## config.mk

```make
export PLATFORM = sky130hd
export DESIGN_NAME = command_fetcher
export DESIGN_NICKNAME = d
export VERILOG_FILES = /design/src/rtl/cmd_fetch_pkg.sv /design/src/rtl/cmd_arg_count.sv /design/src/rtl/command_fetcher.sv
export SDC_FILE = /design/constraint.sdc
export NUM_CORES = 1
export LEC_CHECK = 0
export CORE_MARGIN = 2
export CORE_UTILIZATION = 50
export DETAILED_ROUTE_END_ITERATION = 6
export HOLD_SLACK_MARGIN = 0.02
export PLACE_DENSITY = 0.81
export SLEW_MARGIN = 10
export SYNTH_ARGS = -nofsm -noshare
export SYNTH_HDL_FRONTEND = slang
export SYNTH_SLANG_ARGS = --single-unit
```

## constraint.sdc

```tcl
create_clock -name clk -period 2.5 [get_ports clk]
set_input_delay 0.375 -clock clk [delete_from_list [all_inputs] [get_ports clk]]
set_output_delay 0.375 -clock clk [all_outputs]
set_load 0.01 [all_outputs]
```

## src/rtl/cmd_fetch_pkg.sv

```systemverilog
// Shared types and constants for the command fetcher: state encoding, opcode
// limits, error codes and the opcode -> argument-count table.
package cmd_fetch_pkg;

    typedef enum logic [2:0] {
        ST_IDLE      = 3'd0,
        ST_FETCH_OP  = 3'd1,
        ST_LATCH_OP  = 3'd2,
        ST_FETCH_ARG = 3'd3,
        ST_LATCH_ARG = 3'd4,
        ST_EXEC      = 3'd5,
        ST_END       = 3'd6,
        ST_ERROR     = 3'd7
    } state_e;

    localparam logic [7:0] OP_END = 8'h00;
    localparam logic [7:0] OP_MAX = 8'h10;

    localparam logic [1:0] ERR_NONE     = 2'd0;
    localparam logic [1:0] ERR_ILLEGAL  = 2'd1;
    localparam logic [1:0] ERR_OVERFLOW = 2'd2;
    localparam logic [1:0] ERR_TIMEOUT  = 2'd3;

    // Returns {illegal, count[2:0]}; opcodes 1..16 fall into four groups of four.
    function automatic logic [3:0] arg_count_f(input logic [7:0] op);
        logic [7:0] idx;
        logic [3:0] r;
        idx = op - 8'd1;
        r   = 4'b0000;
        if (op == OP_END) begin
            r = 4'b0000;
        end else if (op > OP_MAX) begin
            r = 4'b1000;
        end else begin
            case (idx[3:2])
                2'd0:    r = 4'd0;
                2'd1:    r = 4'd1;
                2'd2:    r = 4'd2;
                default: r = 4'd4;
            endcase
        end
        return r;
    endfunction

endpackage

```

## src/rtl/cmd_arg_count.sv

```systemverilog
// Combinational opcode decode: number of argument bytes plus an illegal flag.
module cmd_arg_count
    import cmd_fetch_pkg::*;
(
    input  logic [7:0] opcode,
    output logic [2:0] arg_count,
    output logic       illegal
);

    logic [3:0] result;

    assign result    = arg_count_f(opcode);
    assign arg_count = result[2:0];
    assign illegal   = result[3];

endmodule

```

## src/rtl/command_fetcher.sv

```systemverilog
// Walks a byte-coded command program in synchronous RAM and hands each opcode
// plus packed arguments to the executor. Optional watchdog: CMD_FETCH_TIMEOUT_EN.
//
// Handshake: cmd_valid rises in EXEC and stays high until cmd_done is seen in
// an EXEC cycle (the first one included); cmd_done outside EXEC is ignored.
module command_fetcher
    import cmd_fetch_pkg::*;
#(
    parameter int ADDR_WIDTH     = 16,
    parameter int TIMEOUT_CYCLES = 65535
) (
    input  logic                  clk,
    input  logic                  reset_n,
    input  logic                  start,
    input  logic [ADDR_WIDTH-1:0] start_addr,
    input  logic                  abort,
    output logic                  rd_en,
    output logic [ADDR_WIDTH-1:0] addr_out,
    input  logic [7:0]            data_in,
    output logic [7:0]            opcode_out,
    output logic [31:0]           arg_out,
    output logic                  cmd_valid,
    input  logic                  cmd_done,
    output logic                  busy,
    output logic                  prog_done,
    output logic                  error,
    output logic [1:0]            err_code
);

    state_e                state_q, state_d;
    logic [ADDR_WIDTH-1:0] addr_q, addr_d;
    logic [7:0]            opcode_q, opcode_d;
    logic [31:0]           arg_q, arg_d;
    logic [2:0]            cnt_q, cnt_d;
    logic [1:0]            lane_q, lane_d;
    logic                  ovf_q, ovf_d;
    logic                  prog_done_q, prog_done_d;
    logic                  error_q, error_d;
    logic [1:0]            err_q, err_d;

    logic [2:0]            op_args;
    logic                  op_illegal;
    logic                  addr_max;
    logic [ADDR_WIDTH-1:0] addr_inc;
    logic                  tmo_hit;

    cmd_arg_count u_arg_count (
        .opcode    (data_in),
        .arg_count (op_args),
        .illegal   (op_illegal)
    );

    assign addr_max = &addr_q;
    assign addr_inc = addr_q + {{(ADDR_WIDTH-1){1'b0}}, 1'b1};

`ifdef CMD_FETCH_TIMEOUT_EN
    localparam logic [15:0] TMO_LIMIT = 16'(TIMEOUT_CYCLES);
    logic [15:0] tmo_q, tmo_d;

    assign tmo_hit = (state_q == ST_EXEC) && !cmd_done && ((tmo_q + 16'd1) == TMO_LIMIT);

    always_comb begin
        tmo_d = tmo_q;
        if (state_q != ST_EXEC) begin
            tmo_d = 16'd0;
        end else if (!cmd_done) begin
            tmo_d = tmo_q + 16'd1;
        end
    end

    always_ff @(posedge clk or negedge reset_n) begin
        if (!reset_n) tmo_q <= 16'd0;
        else          tmo_q <= tmo_d;
    end
`else
    logic unused_tmo;
    assign unused_tmo = ^{TIMEOUT_CYCLES[15:0], ERR_TIMEOUT};
    assign tmo_hit    = 1'b0;
`endif

    always_comb begin
        state_d     = state_q;
        addr_d      = addr_q;
        opcode_d    = opcode_q;
        arg_d       = arg_q;
        cnt_d       = cnt_q;
        lane_d      = lane_q;
        ovf_d       = ovf_q;
        prog_done_d = prog_done_q;
        error_d     = error_q;
        err_d       = err_q;

        if (abort) begin
            state_d     = ST_IDLE;
            prog_done_d = 1'b0;
            error_d     = 1'b0;
            err_d       = ERR_NONE;
        end else begin
            case (state_q)
                ST_IDLE, ST_END, ST_ERROR: begin
                    if (start) begin
                        state_d     = ST_FETCH_OP;
                        addr_d      = start_addr;
                        arg_d       = 32'd0;
                        ovf_d       = 1'b0;
                        prog_done_d = 1'b0;
                        error_d     = 1'b0;
                        err_d       = ERR_NONE;
                    end
                end
                ST_FETCH_OP: begin
                    // A pending overflow means the next opcode lies past the top of memory.
                    if (ovf_q) begin
                        state_d = ST_ERROR;
                        error_d = 1'b1;
                        err_d   = ERR_OVERFLOW;
                    end else begin
                        state_d = ST_LATCH_OP;
                    end
                end
                ST_LATCH_OP: begin
                    opcode_d = data_in;
                    if (data_in == OP_END) begin
                        state_d     = ST_END;
                        prog_done_d = 1'b1;
                    end else if (op_illegal) begin
                        state_d = ST_ERROR;
                        error_d = 1'b1;
                        err_d   = ERR_ILLEGAL;
                    end else begin
                        arg_d  = 32'd0;
                        cnt_d  = op_args;
                        lane_d = 2'd0;
                        if (op_args == 3'd0) begin
                            state_d = ST_EXEC;
                            addr_d  = addr_max ? addr_q : addr_inc;
                            ovf_d   = addr_max;
                        end else if (addr_max) begin
                            state_d = ST_ERROR;
                            error_d = 1'b1;
                            err_d   = ERR_OVERFLOW;
                        end else begin
                            state_d = ST_FETCH_ARG;
                            addr_d  = addr_inc;
                        end
                    end
                end
                ST_FETCH_ARG: begin
                    state_d = ST_LATCH_ARG;
                end
                ST_LATCH_ARG: begin
                    arg_d[{lane_q, 3'b000} +: 8] = data_in;
                    lane_d = lane_q + 2'd1;
                    cnt_d  = cnt_q - 3'd1;
                    if (cnt_q == 3'd1) begin
                        state_d = ST_EXEC;
                        addr_d  = addr_max ? addr_q : addr_inc;
                        ovf_d   = addr_max;
                    end else if (addr_max) begin
                        state_d = ST_ERROR;
                        error_d = 1'b1;
                        err_d   = ERR_OVERFLOW;
                    end else begin
                        state_d = ST_FETCH_ARG;
                        addr_d  = addr_inc;
                    end
                end
                ST_EXEC: begin
                    if (cmd_done) begin
                        state_d = ST_FETCH_OP;
                    end else if (tmo_hit) begin
                        state_d = ST_ERROR;
                        error_d = 1'b1;
                        err_d   = ERR_TIMEOUT;
                    end
                end
                default: begin
                    state_d = ST_IDLE;
                end
            endcase
        end
    end

    always_ff @(posedge clk or negedge reset_n) begin
        if (!reset_n) begin
            state_q     <= ST_IDLE;
            addr_q      <= '0;
            opcode_q    <= 8'd0;
            arg_q       <= 32'd0;
            cnt_q       <= 3'd0;
            lane_q      <= 2'd0;
            ovf_q       <= 1'b0;
            prog_done_q <= 1'b0;
            error_q     <= 1'b0;
            err_q       <= ERR_NONE;
        end else begin
            state_q     <= state_d;
            addr_q      <= addr_d;
            opcode_q    <= opcode_d;
            arg_q       <= arg_d;
            cnt_q       <= cnt_d;
            lane_q      <= lane_d;
            ovf_q       <= ovf_d;
            prog_done_q <= prog_done_d;
            error_q     <= error_d;
            err_q       <= err_d;
        end
    end

    assign rd_en      = ((state_q == ST_FETCH_OP) && !ovf_q) || (state_q == ST_FETCH_ARG);
    assign cmd_valid  = (state_q == ST_EXEC);
    assign busy       = !((state_q == ST_IDLE) || (state_q == ST_END) || (state_q == ST_ERROR));
    assign addr_out   = addr_q;
    assign opcode_out = opcode_q;
    assign arg_out    = arg_q;
    assign prog_done  = prog_done_q;
    assign error      = error_q;
    assign err_code   = err_q;

endmodule

```

==> key figures, run 1 <==
Synth
  – Number of synthesized flops with an enable pin: 0
  – Synth area leader: dfrtp_1
  – Post-Syn Area: 3730 µm²
  – Flop and latch count out of synthesis: 69
  – Post-Synthesis Net Count: 440
  – Share of the yosys chip area belonging to registers: 0.463
  – Syn Area/Cell: a little over 9 µm²
  – Library cells used by synthesis: 57
  – Async set or reset register ratio after synthesis: 1.00
  – Synth top area cells: dfrtp_1 46%, o21ai_0 6.6%, nand2_1 5.8%
  – Yosys warnings: 0
  – Cells after Synth: about 400
  – Post-synth top area share: 0.463
  – Top_reg_cell synth: dfrtp_1

Clocking
  – Hold-fix buffers at CTS: 0
  – Clock sink total: 69
  – Post-CTS sizing: 0
  – Worst-path clk slew: ~0.080 ns
  – CTS Buf Count: 9
  – CTS HTree Levels: 3
  – Root Buffer: clkbuf_8
  – CTS tree: built
  – Clk buf depth: 2
  – Post-CTS Setup Inserts: 0
  – Clk Latency, worst-skew pair: 0.35 ns

Floorplanning
  – Num rows: 31
  – Die ar.: 8160 µm²
  – Starting Density: 0.514
  – Die W: 90.3 µm
  – IO Pins: 92
  – Area of the core: 7250 µm²
  – Die height: 90.3 µm

Outcome
  – Outcome: completed

Routing
  – Iter 0 DRT Violations: ~400
  – DRT Pass-1 Iters: 5
  – Total number of vias: 3700
  – Drt via density: 5.96
  – Overall routed net length: around 11000 µm
  – Antenna Nets Post-Route: 0
  – DRC violations left: 0
  – Wirelength per Cell: 16.9 µm

STA
  – Relative slew margins: 0.551
  – Final setup fails: 0
  – Hold WS: between 0.04 and 0.05 ns
  – RSZ-0062 raised after global routing: no
  – Fin crit share: 0.939
  – Final Hold Vio Count: 0
  – Final Max Tran Viols: 0
  – Crit path time final: 2.35 ns
  – Highest clock rate: 426 MHz
  – Pin slew with the least headroom to its limit: 0.674 ns
  – Skew final: approximately 0.011 ns

Cells and area
  – Fill count: ~550
  – Diodes inserted: 0
  – Commonest cells after routing, fill and taps aside: 90 x clkdlybuf4s50_1, 69 x dfrtp_1, 58 x nand2_1
  – Fin cells: 621
  – Nets: 553
  – Share of cells above drive strength 1: 0.142
  – Commonest non-fill, non-tap cell in the layout: clkdlybuf4s50_1
  – Layout area overhead: 37.2%
  – Final Cell Area: roughly 5100 µm²

Worst setup path
  – CP Launch Type: register
  – CP endpoint kind: output port
  – Critical Path RT: 2.12 ns
  – CP Cell Sequence: buf_4, inv_1, a21o_1, nor2_1, clkdlybuf4s50_1
  – Crit-path leading delay family: buffers and inverters
  – Worst setup path class: reg2out
  – Crit Path Max Fanout: 8
  – WP data arrival: 1.97 ns
  – CP max-delay cell: clkdlybuf4s50_1
  – Buf/Inv on CP: 3
  – CP max stage delay: 0.54 ns

Place
  – Port buffer count: 91
  – Placer Congestion: roughly 0.88
  – DPL Wire Length: 7530 µm
  – DP Area: 4910 µm²
  – Inst Count DP: 605

Flow run
  – Max cap viols: 0

Worst hold path
  – Worst min path class: in2async

Power and ir drop
  – Leakage: between 0.002 and 0.0025 µW
  – Max VDD drop: between 0.0004 and 0.0005 V
  – Pwr Density: 611 nW/µm²
  – Total power: 3130 µW

GRT
  – First-pass GRT wire length: 17900 µm
  – Largest net degree at the start of global routing: 43
  – Initial antenna violation count: 0
  – Vias in the first global route: 3450
  – Grt total ovfl: 0
  – Total GRT Usage: 0.269
[area by class of cell]
class | instances | area, µm² | area share
clock buffers | 9 | 124 | 0.0242
clock inverters | 7 | 73.8 | 0.0144
inverters | 17 | 63.8 | 0.0125
multi-input cells | 295 | 1830 | 0.357
flip-flops and latches | 69 | 1730 | 0.338
well taps | 99 | 124 | 0.0242
repair buffers | 125 | 1170 | 0.230
[synthesized netlist by cell type, types with 5 or more instances]
library cell and n:
o21ai_1 5, o21ai_0 49, ha_1 7, a31oi_1 12, o31ai_1 12, nand3_1 14, a21oi_1 25, buf_2 9
nor3_1 7, or3_1 5, o22ai_1 6, and3_1 5, dfrtp_1 69, nand2_1 58, clkbuf_1 11, a22o_1 10
nor2_1 16, inv_1 16, mux2_2 9, nand4_1 8
[sequential cells by signal, indices dropped and copies added (netlist names)]
register    count
err_code        2
ovf_q           1
opcode_out      8
addr_out       16
arg_out        32
cnt_q           3
prog_done       1
error           1
lane_q          2
state_q         3
[per-stage QoR]
stage               TNS (ns)  utilization  worst slack, ns
floorplan                  0            -            0.414
global placement           0        0.678          0.00291
detailed placement     -2.01        0.678           -0.137
CTS                        0        0.705           0.0999
global route               0        0.705           0.0718
finish                     0        0.705            0.151
[report_power, final]
part	total (µW)	leakage (µW)	switching, µW	internal [µW]
clock network	938	0.0000996	474	464
registers	1390	0.000904	147	1240
logic	798	0.00111	372	426
total	3130	0.00211	993	2130
[path summary, 6_finish.rpt]
kind	start	endpoint	slack, ns	cells after the start
setup / recovery	state_q[0]$_DFFE_PN0P_	rd_en	0.15	5
max in group asynchronous	reset_n	err_code[0]$_DFFE_PN0P_	1.79	2
hold / removal	reset_n	opcode_out[6]$_DFFE_PN0P_	0.04	1
setup reg to reg	addr_out[1]$_DFFE_PN0P_	addr_out[11]$_DFFE_PN0P_	0.21	6
hold reg to reg	arg_out[12]$_DFFE_PN0P_	arg_out[12]$_DFFE_PN0P_	0.49	2
min in group clk	arg_out[12]$_DFFE_PN0P_	arg_out[12]$_DFFE_PN0P_	0.49	2
[routing by layer]
layer | GRT usage | share of wire | vias up | routed length [µm]
met3 | 0.0643 | 0.075 | 18 | 791
met5 | 0 | 0 | - | 0
met2 | 0.418 | 0.48 | 182 | 5090
li1 | - | - | 1717 | -
met1 | 0.379 | 0.43 | 1783 | 4480
met4 | 0.0744 | 0.014 | 0 | 143
[kinds of logic after synthesis]
| group | share of synthesized area |
|---|---|
| compound gates | 0.243 |
| xor+xnor | 0.00235 |
| fa+ha+maj | 0.0235 |
| buf+inv | 0.0463 |
| flops | 0.463 |
| mux | 0.0359 |
| simple gates | 0.186 |
Note: power is estimated with default switching activity, not from simulation.
==> run 2: changes to the inputs <==
--- a/config.mk
+++ b/config.mk
@@ -6,10 +6,10 @@
 export NUM_CORES = 1
 export LEC_CHECK = 0
 export CORE_MARGIN = 2
-export CORE_UTILIZATION = 50
+export CORE_UTILIZATION = 54
 export DETAILED_ROUTE_END_ITERATION = 6
 export HOLD_SLACK_MARGIN = 0.02
-export PLACE_DENSITY = 0.81
+export PLACE_DENSITY = 0.86
 export SLEW_MARGIN = 10
 export SYNTH_ARGS = -nofsm -noshare
 export SYNTH_HDL_FRONTEND = slang
==> constraint.sdc (replaced) <==
create_clock -name clk -period 3 [get_ports clk]
set_input_delay 0.45 -clock clk [delete_from_list [all_inputs] [get_ports clk]]
set_output_delay 0.45 -clock clk [all_outputs]
set_load 0.01 [all_outputs]
==> run 2 against run 1 <==
  * Sequential power decreased by 17%
  * Routed wire length increased by 2.7%
  * Via count decreased by 1.0%
  * Die area decreased by 7.1%
  * Count of clock-buffer cells in the layout increased by 2
  * Clock power increased by 2%
  * Power decreased by 12%
  * Global-route usage increased by 3.0 points
  * Worst hold slack improved by 0.10 ns
  * Setup slack improved by 0.20 ns
  * Cell count decreased by 6.1%
  * Clock skew increased by 0.0016 ns
==> key figures, run 2 (synthesis gave the netlist of run 1 again) <==
STA
  – Crit path time final: 2.65 ns
  – Setup TNS: 0 ns
  – Skew final: 0.0123 ns
  – RSZ-0062 raised after global routing: no
  – Fin crit share: 0.884
  – Final Max Tran Viols: 0
  – Final setup fails: 0
  – Final Hold Vio Count: 0
  – Relative slew margins: 0.509
  – Highest clock rate: 377 MHz
  – Pin slew with the least headroom to its limit: 0.737 ns

Flow run
  – Max cap viols: 0

Cells and area
  – Fin cells: between 500 and 600
  – Fill count: 464
  – Largest register FFs: 32
  – Commonest non-fill, non-tap cell in the layout: clkdlybuf4s50_1
  – Diodes inserted: 0
  – Commonest cells after routing, fill and taps aside: 90 x clkdlybuf4s50_1, 69 x dfrtp_1, 58 x nand2_1
  – Share of cells above drive strength 1: 0.107
  – Nets: between 500 and 600
  – Layout area overhead: 33.7%

Clocking
  – CTS Buf Count: 9
  – Post-CTS Setup Inserts: 0
  – Worst-path clk slew: approximately 0.08 ns
  – Clk buf depth: 2
  – Root Buffer: clkbuf_8
  – Clk Latency, worst-skew pair: 0.36 ns
  – Clock sink total: 69
  – Post-CTS sizing: 0
  – CTS HTree Levels: 3
  – Hold-fix buffers at CTS: 0
  – CTS tree: built

Worst setup path
  – CP Launch Type: register
  – Crit-path leading delay family: compound AO/OA/AOI/OAI gates
  – Critical Path Stages: 5
  – CP max-delay cell: dfrtp_1
  – R2R cell count: 5
  – CP endpoint kind: register
  – Critical Path RT: 3.29 ns
  – WP data arrival: 2.94 ns
  – Worst setup path class: reg2reg
  – Buf/Inv on CP: 0
  – CP Cell Sequence: xnor2_1, a221oi_2, o21ai_2, nor4_4, a22o_1
  – Crit Path Max Fanout: 18
  – CP max stage delay: roughly 0.67 ns

GRT
  – Grt total ovfl: 0
  – Vias in the first global route: 3632
  – Largest net degree at the start of global routing: 35
  – Initial antenna violation count: 0
  – Total GRT Usage: 0.299
  – First-pass GRT wire length: 17600 µm

Floorplanning
  – Die ar.: around 7600 µm²
  – Die height: roughly 87 µm
  – IO Pins: 92
  – Die W: 87.1 µm
  – Num rows: 30
  – Area of the core: 6720 µm²
  – Starting Density: 0.555

Routing
  – Overall routed net length: 10800 µm
  – Iter 0 DRT Violations: 298
  – DRT Pass-1 Iters: 5
  – Total number of vias: 3663
  – DRC violations left: 0
  – Drt via density: 6.28
  – Wirelength per Cell: 18.5 µm
  – Antenna Nets Post-Route: 0

Place
  – Port buffer count: just over 90
  – Placer Congestion: between 0.8 and 0.9
  – Inst Count DP: 567
  – DPL Wire Length: 7480 µm

Power and ir drop
  – Leakage: 0.00203 µW
  – Combinational power share: 0.235
  – Register share of total power: 0.419
  – Sw frac: 0.294
  – Clock group share of total power: 0.346
  – Pwr Density: 555 nW/µm²
  – Sw power: 812 µW
  – Max VDD drop: 0.000328 V
  – Int Power: slightly below 2000 µW

Outcome
  – Outcome: completed

Worst hold path
  – Worst min path class: in2async
==> run 2: path summary, 6_finish.rpt <==
path | start | endpoint | slack (ns)
max | state_q[2]$_DFFE_PN0P_ | arg_out[20]$_DFFE_PN0P_ | 0.35
min | reset_n | addr_out[11]$_DFFE_PN0P_ | 0.15
max reg2reg | state_q[2]$_DFFE_PN0P_ | arg_out[20]$_DFFE_PN0P_ | 0.35
min reg2reg | arg_out[8]$_DFFE_PN0P_ | arg_out[8]$_DFFE_PN0P_ | 0.48
max in group asynchronous | reset_n | opcode_out[3]$_DFFE_PN0P_ | 2.10
min in group clk | arg_out[8]$_DFFE_PN0P_ | arg_out[8]$_DFFE_PN0P_ | 0.48
==> run 2: power groups by stage <==
stage	logic [µW]	clock network, µW	registers [µW]
2_1_floorplan	258	0	1190
3_3_place_gp	624	0	1170
3_5_place_dp	644	0	1170
4_1_cts	651	955	1160
5_1_grt	707	993	1180
6_report	651	956	1160
==> run 2: through the flow <==
step                worst slack, ns  hold slack [ns]  instance area (µm²)  total power [µW]   util
global placement              0.295            0.463                 4740              1790  0.705
CTS                           0.380            0.175                 4980              2760  0.742
finish                        0.348            0.147                 4980              2770  0.742
global route                 0.0961            0.220                 4980              2880  0.742
detailed placement            0.173            0.473                 4740              1820  0.705
floorplan                     0.839            0.154                 3730              1450      -
==> run 2: layout make-up <==
type | instances | area [µm²] | area share
Clock inverter | 5 | 106 | 0.0213
Sequential cell | 69 | 1730 | 0.346
Tap cell | 80 | 100 | 0.0201
Multi-Input combinational cell | 295 | 1830 | 0.367
Timing Repair Buffer | 106 | 1020 | 0.204
Inverter | 17 | 63.8 | 0.0128
Clock buffer | 11 | 141 | 0.0284
==> run 2: routing by layer <==
layer  GRT usage  up-vias  wire length (µm)
met5           0        -                 0
met4       0.158        0               336
met3      0.0550       33               767
met2       0.486      182              5250
met1       0.379     1769              4440
li1            -     1679                 -
==> run 3: changes to the inputs <==
--- a/config.mk
+++ b/config.mk
@@ -6,10 +6,10 @@
 export NUM_CORES = 1
 export LEC_CHECK = 0
 export CORE_MARGIN = 2
-export CORE_UTILIZATION = 54
+export CORE_UTILIZATION = 47
 export DETAILED_ROUTE_END_ITERATION = 6
 export HOLD_SLACK_MARGIN = 0.02
-export PLACE_DENSITY = 0.86
+export PLACE_DENSITY = 0.77
 export SLEW_MARGIN = 10
 export SYNTH_ARGS = -nofsm -noshare
 export SYNTH_HDL_FRONTEND = slang
==> run 3 against run 2 <==
  * Non-clock buffer count up 2
  * Final area up 1.6%
  * Die area up 14%
  * Worst hold slack worse by 0.042 ns
  * Clock skew down 0.0058 ns
  * Critical path depth unchanged
  * Largest power group unchanged
==> key figures, run 3 (synthesis gave the netlist of run 1 again) <==
Cells and area
  – Layout area overhead: 35.8%
  – Nets: 536
  – Commonest cells after routing, fill and taps aside: 90 x clkdlybuf4s50_1, 69 x dfrtp_1, 58 x nand2_1
  – Largest register FFs: 32
  – Commonest non-fill, non-tap cell in the layout: clkdlybuf4s50_1
  – Fill count: between 600 and 700
  – Share of cells above drive strength 1: 0.113
  – Diodes inserted: 0

Worst hold path
  – Worst min path class: in2async

Floorplanning
  – Num rows: 32
  – Area of the core: 7690 µm²
  – IO Pins: 92
  – Starting Density: 0.485
  – Die W: around 93 µm
  – Die ar.: about 8700 µm²
  – Die height: 93.0 µm

Place
  – Placer Congestion: 0.886
  – Place WS: 0.0567 ns
  – DPL Wire Length: 7720 µm
  – Port buffer count: 91

GRT
  – Initial antenna violation count: 0
  – Total GRT Usage: 0.253
  – Vias in the first global route: 3522
  – Grt total ovfl: 0
  – First-pass GRT wire length: approximately 17000 µm
  – Largest net degree at the start of global routing: 44

Power and ir drop
  – Pwr Density: 562 nW/µm²
  – Max VDD drop: 0.000343 V
  – Leakage: 0.00206 µW

Clocking
  – Clk Latency, worst-skew pair: 0.35 ns
  – Hold-fix buffers at CTS: 0
  – Post-CTS sizing: 0
  – Root Buffer: clkbuf_8
  – Worst-path clk slew: 0.08 ns
  – Post-CTS Setup Inserts: 0
  – CTS tree: built
  – CTS Buf Count: 9
  – CTS HTree Levels: 3
  – Clock sink total: 69
  – Clk buf depth: 2

Routing
  – Antenna Nets Post-Route: 0
  – Total number of vias: 3604
  – Drt via density: 5.94
  – Iter 0 DRT Violations: 158
  – Wirelength per Cell: 17.5 µm
  – DRC violations left: 0
  – DRT Pass-1 Iters: 5
  – Overall routed net length: 10600 µm

STA
  – Fin crit share: 0.908
  – Final setup fails: 0
  – Setup TNS: 0 ns
  – Pin slew with the least headroom to its limit: approximately 0.73 ns
  – Crit path time final: 2.72 ns
  – Relative slew margins: 0.515
  – RSZ-0062 raised after global routing: no
  – Final Hold Vio Count: 0
  – Highest clock rate: 367 MHz
  – Final Max Tran Viols: 0
  – Setup WS post-layout: 0.275 ns
  – Skew final: 0.00658 ns

Worst setup path
  – Critical Path RT: 3.29 ns
  – CP endpoint kind: register
  – CP max-delay cell: dfrtp_1
  – Worst setup path class: reg2reg
  – Crit-path leading delay family: compound AO/OA/AOI/OAI gates
  – R2r setup slk: 0.28 ns
  – WP data arrival: 3.01 ns
  – CP max stage delay: 0.70 ns
  – CP Cell Sequence: xnor2_1, a221oi_2, o21ai_2, nor4_4, a22o_1
  – Crit Reg-Reg Startpoint: state_q[2]$_DFFE_PN0P_
  – CP Launch Type: register
  – Buf/Inv on CP: 0
  – Crit Path Max Fanout: 18
  – R2R cell count: 5
  – RR Endpoint: arg_out[22]$_DFFE_PN0P_

Flow run
  – Max cap viols: 0

Outcome
  – Outcome: completed
run 3: changes by cell type in the layout (fill, tap and decap cells not counted):
| cell | change |
|---|---|
| buf_12 | +1 |
| buf_4 | +1 |
| clkinv_4 | +2 |
| clkbuf_8 | -1 |
| clkbuf_1 | -1 |
| clkinvlp_4 | -1 |
| bufinv_16 | +1 |
run 3: report_power, final:
part,internal (µW),switching [µW],total [µW]
clock,642,387,1030
combinational,344,313,657
sequential,1040,121,1160
run 3: stage by stage:
step           instance area (µm²)  instances  hold WS [ns]  total power, µW   util
2_1_floorplan                 3730        404         0.154             1450      -
3_3_place_gp                  4790        591         0.461             1810  0.623
3_5_place_dp                  4790        591         0.470             1830  0.623
4_1_cts                       5060        607         0.118             2860  0.658
5_1_grt                       5060        607         0.148             2970  0.658
6_report                      5060        607         0.105             2840  0.658
run 3: worst max path at each step:
stage	start	end	slack, ns	cells past startpoint
2_1_floorplan	data_in[0]	addr_out[9]$_DFFE_PN0P_	0.84	7
3_3_place_gp	data_in[7]	arg_out[23]$_DFFE_PN0P_	0.16	6
3_5_place_dp	data_in[7]	arg_out[18]$_DFFE_PN0P_	0.06	6
4_1_cts	state_q[2]$_DFFE_PN0P_	arg_out[22]$_DFFE_PN0P_	0.34	5
5_1_grt	state_q[2]$_DFFE_PN0P_	arg_out[21]$_DFFE_PN0P_	0.11	5
6_report	state_q[2]$_DFFE_PN0P_	arg_out[22]$_DFFE_PN0P_	0.28	5
run 3: layer usage:
metal	global-route usage	wire, µm	vias to the layer above
met1	0.319	4430	1749
met2	0.418	5240	145
met5	0	0	-
li1	-	-	1687
met4	0.0870	234	0
met3	0.0749	742	23
run 3: layout make-up:
type / count / area [µm²] / area share
clock buffer: 9 / 124 / 0.0245
tap: 102 / 128 / 0.0252
inverter: 17 / 63.8 / 0.0126
multi-input combinational: 295 / 1830 / 0.361
clock inverter: 7 / 146 / 0.0289
timing repair buffer: 108 / 1050 / 0.207
sequential: 69 / 1730 / 0.341
run 3: worst reg2reg max path: stages, from the launching register on:
cell and delay, ns:
dfrtp_1 0.70, xnor2_1 0.30, a221oi_2 0.60, o21ai_2 0.33, nor4_4 0.51, a22o_1 0.23
